===== src/rtl/flappy_pkg.sv =====
// Shared definitions for the pipe collision scorer.
//   state_t : game / scan state encoding
//   EXT_PAD : extra bits added to coordinates before signed comparisons
package flappy_pkg;

    typedef enum logic [1:0] {
        ST_INIT,
        ST_WAIT,
        ST_SCAN,
        ST_LOSE
    } state_t;

    // Coordinates are compared at COORD_W+EXT_PAD bits so that sums never wrap.
    localparam int EXT_PAD = 2;

endpackage


===== src/rtl/pipe_collision_scorer_if.sv =====
// Bus between the pipe generator / bird physics, the scorer and the
// display / score blocks.
//   master : drives Start/Ack/Tick, bird and pipe coordinates
//   slave  : the scorer, drives game state, score and scan results
interface pipe_collision_scorer_if #(
    parameter int NUM_PIPES = 3,
    parameter int COORD_W   = 10,
    parameter int SCORE_W   = 8
);
    localparam int IDX_W = $clog2(NUM_PIPES + 1);

    logic                         Start;
    logic                         Ack;
    logic                         Tick;
    logic signed [COORD_W-1:0]    Bird_X;
    logic signed [COORD_W-1:0]    Bird_Y;
    logic [NUM_PIPES*COORD_W-1:0] Pipe_X;
    logic [NUM_PIPES*COORD_W-1:0] Pipe_Y;

    logic                         Q_Initial;
    logic                         Q_Play;
    logic                         Q_Lose;
    logic                         Lose;
    logic [SCORE_W-1:0]           Score;
    logic                         Score_Inc;
    logic [IDX_W-1:0]             Hit_Idx;
    logic                         Frame_Done;

    modport master (
        output Start, Ack, Tick, Bird_X, Bird_Y, Pipe_X, Pipe_Y,
        input  Q_Initial, Q_Play, Q_Lose, Lose, Score, Score_Inc, Hit_Idx, Frame_Done
    );

    modport slave (
        input  Start, Ack, Tick, Bird_X, Bird_Y, Pipe_X, Pipe_Y,
        output Q_Initial, Q_Play, Q_Lose, Lose, Score, Score_Inc, Hit_Idx, Frame_Done
    );

endinterface


===== src/rtl/pipe_hit_check.sv =====
// Combinational bird-versus-one-pipe evaluation.
//   bird_x/bird_y : bird top-left corner (signed)
//   pipe_x/pipe_y : pipe left edge and gap top edge (unsigned)
//   passed        : pipe already counted
//   hit           : bird overlaps the pipe outside its gap
//   pass          : bird fully right of an uncounted pipe
//   clear_passed  : bird not yet right of the pipe (re-arms the pass)
//   bound_hit     : bird outside the ceiling/floor
module pipe_hit_check
    import flappy_pkg::*;
#(
    parameter int COORD_W  = 10,
    parameter int PIPE_W   = 80,
    parameter int GAP_H    = 100,
    parameter int BIRD_W   = 16,
    parameter int BIRD_H   = 16,
    parameter int SCREEN_H = 480
) (
    input  logic signed [COORD_W-1:0] bird_x,
    input  logic signed [COORD_W-1:0] bird_y,
    input  logic [COORD_W-1:0]        pipe_x,
    input  logic [COORD_W-1:0]        pipe_y,
    input  logic                      passed,
    output logic                      hit,
    output logic                      pass,
    output logic                      clear_passed,
    output logic                      bound_hit
);
    localparam int E = COORD_W + EXT_PAD;

    localparam logic signed [E-1:0] K_PIPE_W   = E'(PIPE_W);
    localparam logic signed [E-1:0] K_GAP_H    = E'(GAP_H);
    localparam logic signed [E-1:0] K_BIRD_W   = E'(BIRD_W);
    localparam logic signed [E-1:0] K_BIRD_H   = E'(BIRD_H);
    localparam logic signed [E-1:0] K_SCREEN_H = E'(SCREEN_H);

    logic signed [E-1:0] bx, by, px, py;
    logic signed [E-1:0] bird_r, bird_b, pipe_r, gap_b;
    logic                x_overlap, out_of_gap;

    always_comb begin
        bx = {{EXT_PAD{bird_x[COORD_W-1]}}, bird_x};
        by = {{EXT_PAD{bird_y[COORD_W-1]}}, bird_y};
        px = {{EXT_PAD{1'b0}}, pipe_x};
        py = {{EXT_PAD{1'b0}}, pipe_y};

        bird_r = bx + K_BIRD_W;
        bird_b = by + K_BIRD_H;
        pipe_r = px + K_PIPE_W;
        gap_b  = py + K_GAP_H;

        x_overlap  = (bird_r > px) && (bx < pipe_r);
        out_of_gap = (by < py) || (bird_b > gap_b);

        hit          = x_overlap && out_of_gap;
        pass         = (bx >= pipe_r) && !passed;
        clear_passed = (bx < pipe_r);
        bound_hit    = (by < 0) || (bird_b > K_SCREEN_H);
    end

endmodule


===== src/rtl/pipe_collision_scorer.sv =====
// Game state (Initial/Play/Lose) and per-frame collision scan over
// NUM_PIPES pipes, one pipe per cycle, with a saturating pass score.
//   Clk, reset : clock, synchronous active-high reset
//   bus        : slave side of pipe_collision_scorer_if
module pipe_collision_scorer
    import flappy_pkg::*;
#(
    parameter int NUM_PIPES = 3,
    parameter int COORD_W   = 10,
    parameter int PIPE_W    = 80,
    parameter int GAP_H     = 100,
    parameter int BIRD_W    = 16,
    parameter int BIRD_H    = 16,
    parameter int SCREEN_H  = 480,
    parameter int SCORE_W   = 8
) (
    input  logic               Clk,
    input  logic               reset,
    pipe_collision_scorer_if.slave bus
);
    localparam int IDX_W = $clog2(NUM_PIPES + 1);

    state_t                       state, state_nxt;
    logic [IDX_W-1:0]             idx;
    logic [NUM_PIPES-1:0]         passed;
    logic [SCORE_W-1:0]           score;
    logic                         score_inc;
    logic                         frame_done;
    logic [IDX_W-1:0]             hit_idx;

    logic signed [COORD_W-1:0]    snap_bx, snap_by;
    logic [NUM_PIPES*COORD_W-1:0] snap_px, snap_py;

    logic [COORD_W-1:0]           cur_px, cur_py;
    logic                         cur_passed;
    logic                         hit, pass, clear_passed, bound_hit;
    logic                         bound_loss, scan_hit, scan_last;

    // Select the snapshotted pipe under evaluation.
    always_comb begin
        cur_px     = '0;
        cur_py     = '0;
        cur_passed = 1'b0;
        for (int unsigned i = 0; i < NUM_PIPES; i++) begin
            if (idx == IDX_W'(i)) begin
                cur_px     = snap_px[i*COORD_W +: COORD_W];
                cur_py     = snap_py[i*COORD_W +: COORD_W];
                cur_passed = passed[i];
            end
        end
    end

    pipe_hit_check #(
        .COORD_W (COORD_W),
        .PIPE_W  (PIPE_W),
        .GAP_H   (GAP_H),
        .BIRD_W  (BIRD_W),
        .BIRD_H  (BIRD_H),
        .SCREEN_H(SCREEN_H)
    ) u_check (
        .bird_x      (snap_bx),
        .bird_y      (snap_by),
        .pipe_x      (cur_px),
        .pipe_y      (cur_py),
        .passed      (cur_passed),
        .hit         (hit),
        .pass        (pass),
        .clear_passed(clear_passed),
        .bound_hit   (bound_hit)
    );

    always_comb begin
        bound_loss = bound_hit && (idx == '0);
        scan_hit   = bound_loss || hit;
        scan_last  = (idx == IDX_W'(NUM_PIPES - 1));

        state_nxt = state;
        case (state)
            ST_INIT: if (bus.Start) state_nxt = ST_WAIT;
            ST_WAIT: if (bus.Tick)  state_nxt = ST_SCAN;
            ST_SCAN: begin
                if (scan_hit)       state_nxt = ST_LOSE;
                else if (scan_last) state_nxt = ST_WAIT;
            end
            ST_LOSE: if (bus.Ack)   state_nxt = ST_INIT;
            default:                state_nxt = ST_INIT;
        endcase
    end

    always_ff @(posedge Clk) begin
        if (reset) begin
            state      <= ST_INIT;
            idx        <= '0;
            passed     <= '0;
            score      <= '0;
            score_inc  <= 1'b0;
            frame_done <= 1'b0;
            hit_idx    <= '0;
            snap_bx    <= '0;
            snap_by    <= '0;
            snap_px    <= '0;
            snap_py    <= '0;
        end else begin
            state      <= state_nxt;
            score_inc  <= 1'b0;
            frame_done <= 1'b0;
            case (state)
                ST_INIT: begin
                    if (bus.Start) begin
                        score   <= '0;
                        passed  <= '0;
                        hit_idx <= '0;
                    end
                end
                ST_WAIT: begin
                    if (bus.Tick) begin
                        snap_bx <= bus.Bird_X;
                        snap_by <= bus.Bird_Y;
                        snap_px <= bus.Pipe_X;
                        snap_py <= bus.Pipe_Y;
                        idx     <= '0;
                    end
                end
                ST_SCAN: begin
                    // Ceiling/floor takes precedence over pipe 0 in the first cycle.
                    if (bound_loss) begin
                        hit_idx <= IDX_W'(NUM_PIPES);
                    end else if (hit) begin
                        hit_idx <= idx;
                    end else begin
                        for (int unsigned i = 0; i < NUM_PIPES; i++) begin
                            if (idx == IDX_W'(i)) begin
                                if (pass)              passed[i] <= 1'b1;
                                else if (clear_passed) passed[i] <= 1'b0;
                            end
                        end
                        if (pass) begin
                            score_inc <= 1'b1;
                            if (score != '1) score <= score + 1'b1;
                        end
                        if (scan_last) frame_done <= 1'b1;
                        else           idx <= idx + 1'b1;
                    end
                end
                default: ;
            endcase
        end
    end

    assign bus.Q_Initial  = (state == ST_INIT);
    assign bus.Q_Play     = (state == ST_WAIT) || (state == ST_SCAN);
    assign bus.Q_Lose     = (state == ST_LOSE);
    assign bus.Lose       = (state == ST_LOSE);
    assign bus.Score      = score;
    assign bus.Score_Inc  = score_inc;
    assign bus.Hit_Idx    = hit_idx;
    assign bus.Frame_Done = frame_done;

endmodule

===== src/flat_wrapper.sv =====
// flat-port wrapper written by rule: the top's interface ports become plain ports
module pipe_collision_scorer_flat import flappy_pkg::*;
#(
    parameter int NUM_PIPES = 3,
    parameter int COORD_W   = 10,
    parameter int PIPE_W    = 80,
    parameter int GAP_H     = 100,
    parameter int BIRD_W    = 16,
    parameter int BIRD_H    = 16,
    parameter int SCREEN_H  = 480,
    parameter int SCORE_W   = 8
)
  (Clk, reset, bus_Start, bus_Ack, bus_Tick, bus_Bird_X, bus_Bird_Y, bus_Pipe_X, bus_Pipe_Y, bus_Q_Initial, bus_Q_Play, bus_Q_Lose, bus_Lose, bus_Score, bus_Score_Inc, bus_Hit_Idx, bus_Frame_Done);
  pipe_collision_scorer_if #(.NUM_PIPES(NUM_PIPES), .COORD_W(COORD_W), .SCORE_W(SCORE_W)) bus_i ();
  input  logic Clk;
  input  logic reset;
  input wire logic [$bits(bus_i.Start)-1:0] bus_Start;
  input wire logic [$bits(bus_i.Ack)-1:0] bus_Ack;
  input wire logic [$bits(bus_i.Tick)-1:0] bus_Tick;
  input wire logic [$bits(bus_i.Bird_X)-1:0] bus_Bird_X;
  input wire logic [$bits(bus_i.Bird_Y)-1:0] bus_Bird_Y;
  input wire logic [$bits(bus_i.Pipe_X)-1:0] bus_Pipe_X;
  input wire logic [$bits(bus_i.Pipe_Y)-1:0] bus_Pipe_Y;
  output wire logic [$bits(bus_i.Q_Initial)-1:0] bus_Q_Initial;
  output wire logic [$bits(bus_i.Q_Play)-1:0] bus_Q_Play;
  output wire logic [$bits(bus_i.Q_Lose)-1:0] bus_Q_Lose;
  output wire logic [$bits(bus_i.Lose)-1:0] bus_Lose;
  output wire logic [$bits(bus_i.Score)-1:0] bus_Score;
  output wire logic [$bits(bus_i.Score_Inc)-1:0] bus_Score_Inc;
  output wire logic [$bits(bus_i.Hit_Idx)-1:0] bus_Hit_Idx;
  output wire logic [$bits(bus_i.Frame_Done)-1:0] bus_Frame_Done;
  assign bus_i.Start = bus_Start;
  assign bus_i.Ack = bus_Ack;
  assign bus_i.Tick = bus_Tick;
  assign bus_i.Bird_X = bus_Bird_X;
  assign bus_i.Bird_Y = bus_Bird_Y;
  assign bus_i.Pipe_X = bus_Pipe_X;
  assign bus_i.Pipe_Y = bus_Pipe_Y;
  assign bus_Q_Initial = bus_i.Q_Initial;
  assign bus_Q_Play = bus_i.Q_Play;
  assign bus_Q_Lose = bus_i.Q_Lose;
  assign bus_Lose = bus_i.Lose;
  assign bus_Score = bus_i.Score;
  assign bus_Score_Inc = bus_i.Score_Inc;
  assign bus_Hit_Idx = bus_i.Hit_Idx;
  assign bus_Frame_Done = bus_i.Frame_Done;
  pipe_collision_scorer #(.NUM_PIPES(NUM_PIPES), .COORD_W(COORD_W), .PIPE_W(PIPE_W), .GAP_H(GAP_H), .BIRD_W(BIRD_W), .BIRD_H(BIRD_H), .SCREEN_H(SCREEN_H), .SCORE_W(SCORE_W)) u_core (.Clk(Clk), .reset(reset), .bus(bus_i));
endmodule

===== config.mk =====
export PLATFORM = sky130hd
export DESIGN_NAME = pipe_collision_scorer_flat
export DESIGN_NICKNAME = d
export VERILOG_FILES = /design/src/rtl/flappy_pkg.sv /design/src/rtl/pipe_collision_scorer_if.sv /design/src/rtl/pipe_hit_check.sv /design/src/rtl/pipe_collision_scorer.sv /design/src/flat_wrapper.sv
export SDC_FILE = /design/constraint.sdc
export NUM_CORES = 1
export LEC_CHECK = 0
export CELL_PAD_IN_SITES_DETAIL_PLACEMENT = 1
export CELL_PAD_IN_SITES_GLOBAL_PLACEMENT = 1
export CORE_ASPECT_RATIO = 1.4
export CORE_MARGIN = 4
export CORE_UTILIZATION = 38
export DETAILED_ROUTE_END_ITERATION = 7
export GPL_ROUTABILITY_DRIVEN = 0
export PLACE_DENSITY_LB_ADDON = 0.1
export SLEW_MARGIN = 0
export SYNTH_ARGS = -nofsm -noshare
export SYNTH_HDL_FRONTEND = slang
export SYNTH_HIERARCHICAL = 1
export SYNTH_SLANG_ARGS = --single-unit

===== constraint.sdc =====
create_clock -name Clk -period 5.12 [get_ports Clk]
set_clock_uncertainty 0.1 [all_clocks]
set_input_delay 1.024 -clock Clk [delete_from_list [all_inputs] [get_ports Clk]]
set_output_delay 1.024 -clock Clk [all_outputs]
set_load 0.03 [all_outputs]

==> qor.yml <==
grt:
  grt_pass1_wl_um: 27900
  grt_use_total_pct: 21.1
  antenna_found_initial: 0
  grt_pass1_vias: 5763
  grt_max_degree: 65
  overflow: 0
yosys:
  synthXorXnorAreaFrac_pct: 2.84
  synth_nets: 891
  synth_adder_area_share_pct: 10.6
  synth_edf_count: 0
  async_reset_ff_share_pct: 0
  synth.largest_area_cell: "dfxtp_1"
  syn-cell-area_sq_um: 5550
  synth_top_family_by_area: "simple AND/OR/NAND/NOR gates"
  yosys.area_share.simple_pct: 23.9
  netlist_top_cells_count: "223 x nand2_1, 122 x a21oi_1, 99 x dfxtp_1"
  synth_mux_area_share_pct: 0.564
  synth.ff_latch_count: 99
  yosys_most_used_dff: "dfxtp_1"
  yosysUniqueCellTypes: 52
  syn_area_per_cell_sq_um: 7.31
  synth.area.top_cells: "dfxtp_1 36%, nand2_1 15%, a21oi_1 11%"
  yosysSeqAreaShare_pct: 35.7
  synth_compound_area_share_pct: 20.8
  synth_top_area_share_pct: 35.7
  synth_warnings: 6
  synth_cells: 759
  yosysMostFrequentCell: "nand2_1"
die:
  ioPinCount: 101
  initial_core_util_pct: 38.6
  coreArea_sq_um: 14400
  rows: 52
  die_h_um: 151
  dieArea_sq_um: 16600
  dieWidth_um: 110
clocking:
  cts_tree: "built"
  cts_made_buffers: 9
  cts.sinks: 99
  clock_tree.buffer_depth: 2
  clk_latency_ps: 350
  clockRootBuffer: "clkbuf_16"
  htreeDepth: 3
  hold_buffers: 0
  clk_pin_slew_ps: 70
timing:
  max_freq_mhz: 211
  period_share_pct: 92.7
  setup_viol: 0
  relSlewSlack_pct: 19.9
  finalHoldViolCount: 0
  finalMaxSlewViolations: 0
  holdWs_ps: 359
  period_minus_slack_ps: 4750
  rsz0062_at_grt: "false"
  tightest_slew_ps: 1200
  setup-tns-final_ps: 0
hold_path:
  min-delay-path-class: "reg2reg"
  hp-start: "u_core/snap_px[9]"
detailed_routing:
  dr.pass1.iters: 4
  route.met2.wl_um: 8710
  wl_per_cell_um: 16.5
  dr_wl_met3_um: 393
  vias_per_cell: 5.29
  first_iter_violations: 232
  maxUsedRoutingLayer: "met4"
  drc: 0
  wl_met1_um: 7550
  ant_nets: 0
  routed-via-count: 5450
  routed_wl_um: 17000
final_layout:
  finalNonFillerCells: 1031
  area_growth_pct: 26.4
  drive_gt1_share_pct: 5.11
  final_nets: 969
  antenna_cells: 0
  n_fill_cell: 1774
place:
  post-dp-hpwl_um: 12600
  numPortBuffers: 100
  dp_cells: 1014
critical_path:
  path_max_fanout: 8
  end_kind: "flop"
  worst_path_largest_cell_delay_ps: 490
  cpMaxStageDelayCell: "or4b_1"
  critPathArrivalTime_ps: 4910
  critPathLaunchType: "flop"
  path_buf_inv: 1
  critPathTopFamily: "simple AND/OR/NAND/NOR gates"
  setup.worst_path.start: "u_core/idx[0]"
  path_cells: "inv_1 > ha_1 > nand2_1 > nor2_1 > a21oi_1 > o21ai_0 > nand3_1 > and3_1 > nor3_1 > xnor2_1 > ha_1 > nand4_1 > or4b_1 > o2111ai_1 > a21oi_1 > o311a_1 > a21o_4 > or3_1 > o21a_1 > a211oi_2"
  critPathRequiredTime_ps: 5280
  r2r-start: "u_core/idx[0]"
  criticalPathCategory: "reg2reg"
power_and_ir_drop:
  p_leak_nw: 2.55
  power_density_nw_per_um2: 428
  max-vdd-ir-drop_mv: 0.245
flow_run:
  drv_cap: 0
run_status:
  status: "complete, no violations"
[cell families (layout without fill, tap and decap cells)]
| family | after synthesis | count (layout) |
|---|---|---|
| adders and majority gates | 47 | 47 |
| AOI/OAI and AO/OA | 203 | 203 |
| and+or+nand+nor | 313 | 313 |
| xor gates and xnor gates | 18 | 18 |
| muxes | 3 | 3 |
| DFF | 99 | 99 |
| buffers and inverters | 76 | 159 |
[sequential cells by signal, indices dropped and copies added, names as in the netlist, 2 cells and up]
name	cells
u_core/idx	2
u_core/bus.Score	8
u_core/snap_px	30
u_core/passed	3
u_core/snap_bx	10
u_core/snap_by	10
u_core/snap_py	30
u_core/bus.Hit_Idx	2
u_core/state	2
[cell usage in the layout (no fill, tap or decap), types with 14 or more instances in the layout]
cell type and count:
a21oi_1 122, clkdlybuf4s50_1 99, dfxtp_1 99, ha_1 45
inv_1 33, nand2_1 222, nand3_1 14, nor2_1 32
o21ai_0 29, xnor2_1 15
[per-stage QoR]
stage	worst slack, ps	power, mW	cell area, sq um	util (%)
floorplan	461	1.88	5550	-
global placement	429	2.21	6670	46.4
detailed placement	230	2.27	6670	46.4
CTS	207	3.01	6980	48.5
global route	58.8	3.22	7010	48.8
finish	372	3.00	7010	48.8
[what timing repair did]
item,4_1_cts,5_1_grt
setup buffers,0,1
gates resized for setup,0,13
endpoints found under the setup margin,0,13
hold endpoints to repair,0,0
[worst register-to-register path, stage by stage (launching register included)]
cell and delay, ps:
dfxtp_1 350, inv_1 120, ha_1 320, nand2_1 100, nor2_1 130, a21oi_1 60
o21ai_0 250, nand3_1 160, and3_1 240, nor3_1 190, xnor2_1 90, ha_1 330
nand4_1 100, or4b_1 490, o2111ai_1 100, a21oi_1 70, o311a_1 400, a21o_4 230
or3_1 440, o21a_1 230, a211oi_2 180
[routing by layer]
metal	GRT usage, %	vias up
li1	-	2725
met1	25.8	2614
met2	37.5	85
met3	2.39	26
met4	7.58	0
met5	0	-
[path summary, 6_finish.rpt]
| kind | endpoint | cells past startpoint | slack [ps] |
|---|---|---|---|
| min | u_core/snap_px[9] | 2 | 360 |
| max reg2reg | u_core/idx[0] | 20 | 370 |
| max | u_core/idx[0] | 20 | 370 |
| min reg2reg | u_core/snap_px[9] | 2 | 360 |
[power breakdown]
| group | internal (mW) | total [mW] | switching [mW] |
|---|---|---|---|
| clock network | 0.398 | 0.712 | 0.314 |
| registers | 0.870 | 0.956 | 0.0864 |
| logic | 0.521 | 1.34 | 0.814 |
[cell type report]
type / count / area (sq um) / area share, %
well taps: 189 / 236 / 3.37
inverters: 33 / 124 / 1.77
repair buffers: 110 / 1080 / 15.4
multi-input cells: 584 / 3280 / 46.7
clock buffers: 10 / 239 / 3.41
flip-flops and latches: 99 / 1980 / 28.3
clock inverters: 6 / 71.3 / 1.02
Power figures use the tool's default switching activity.
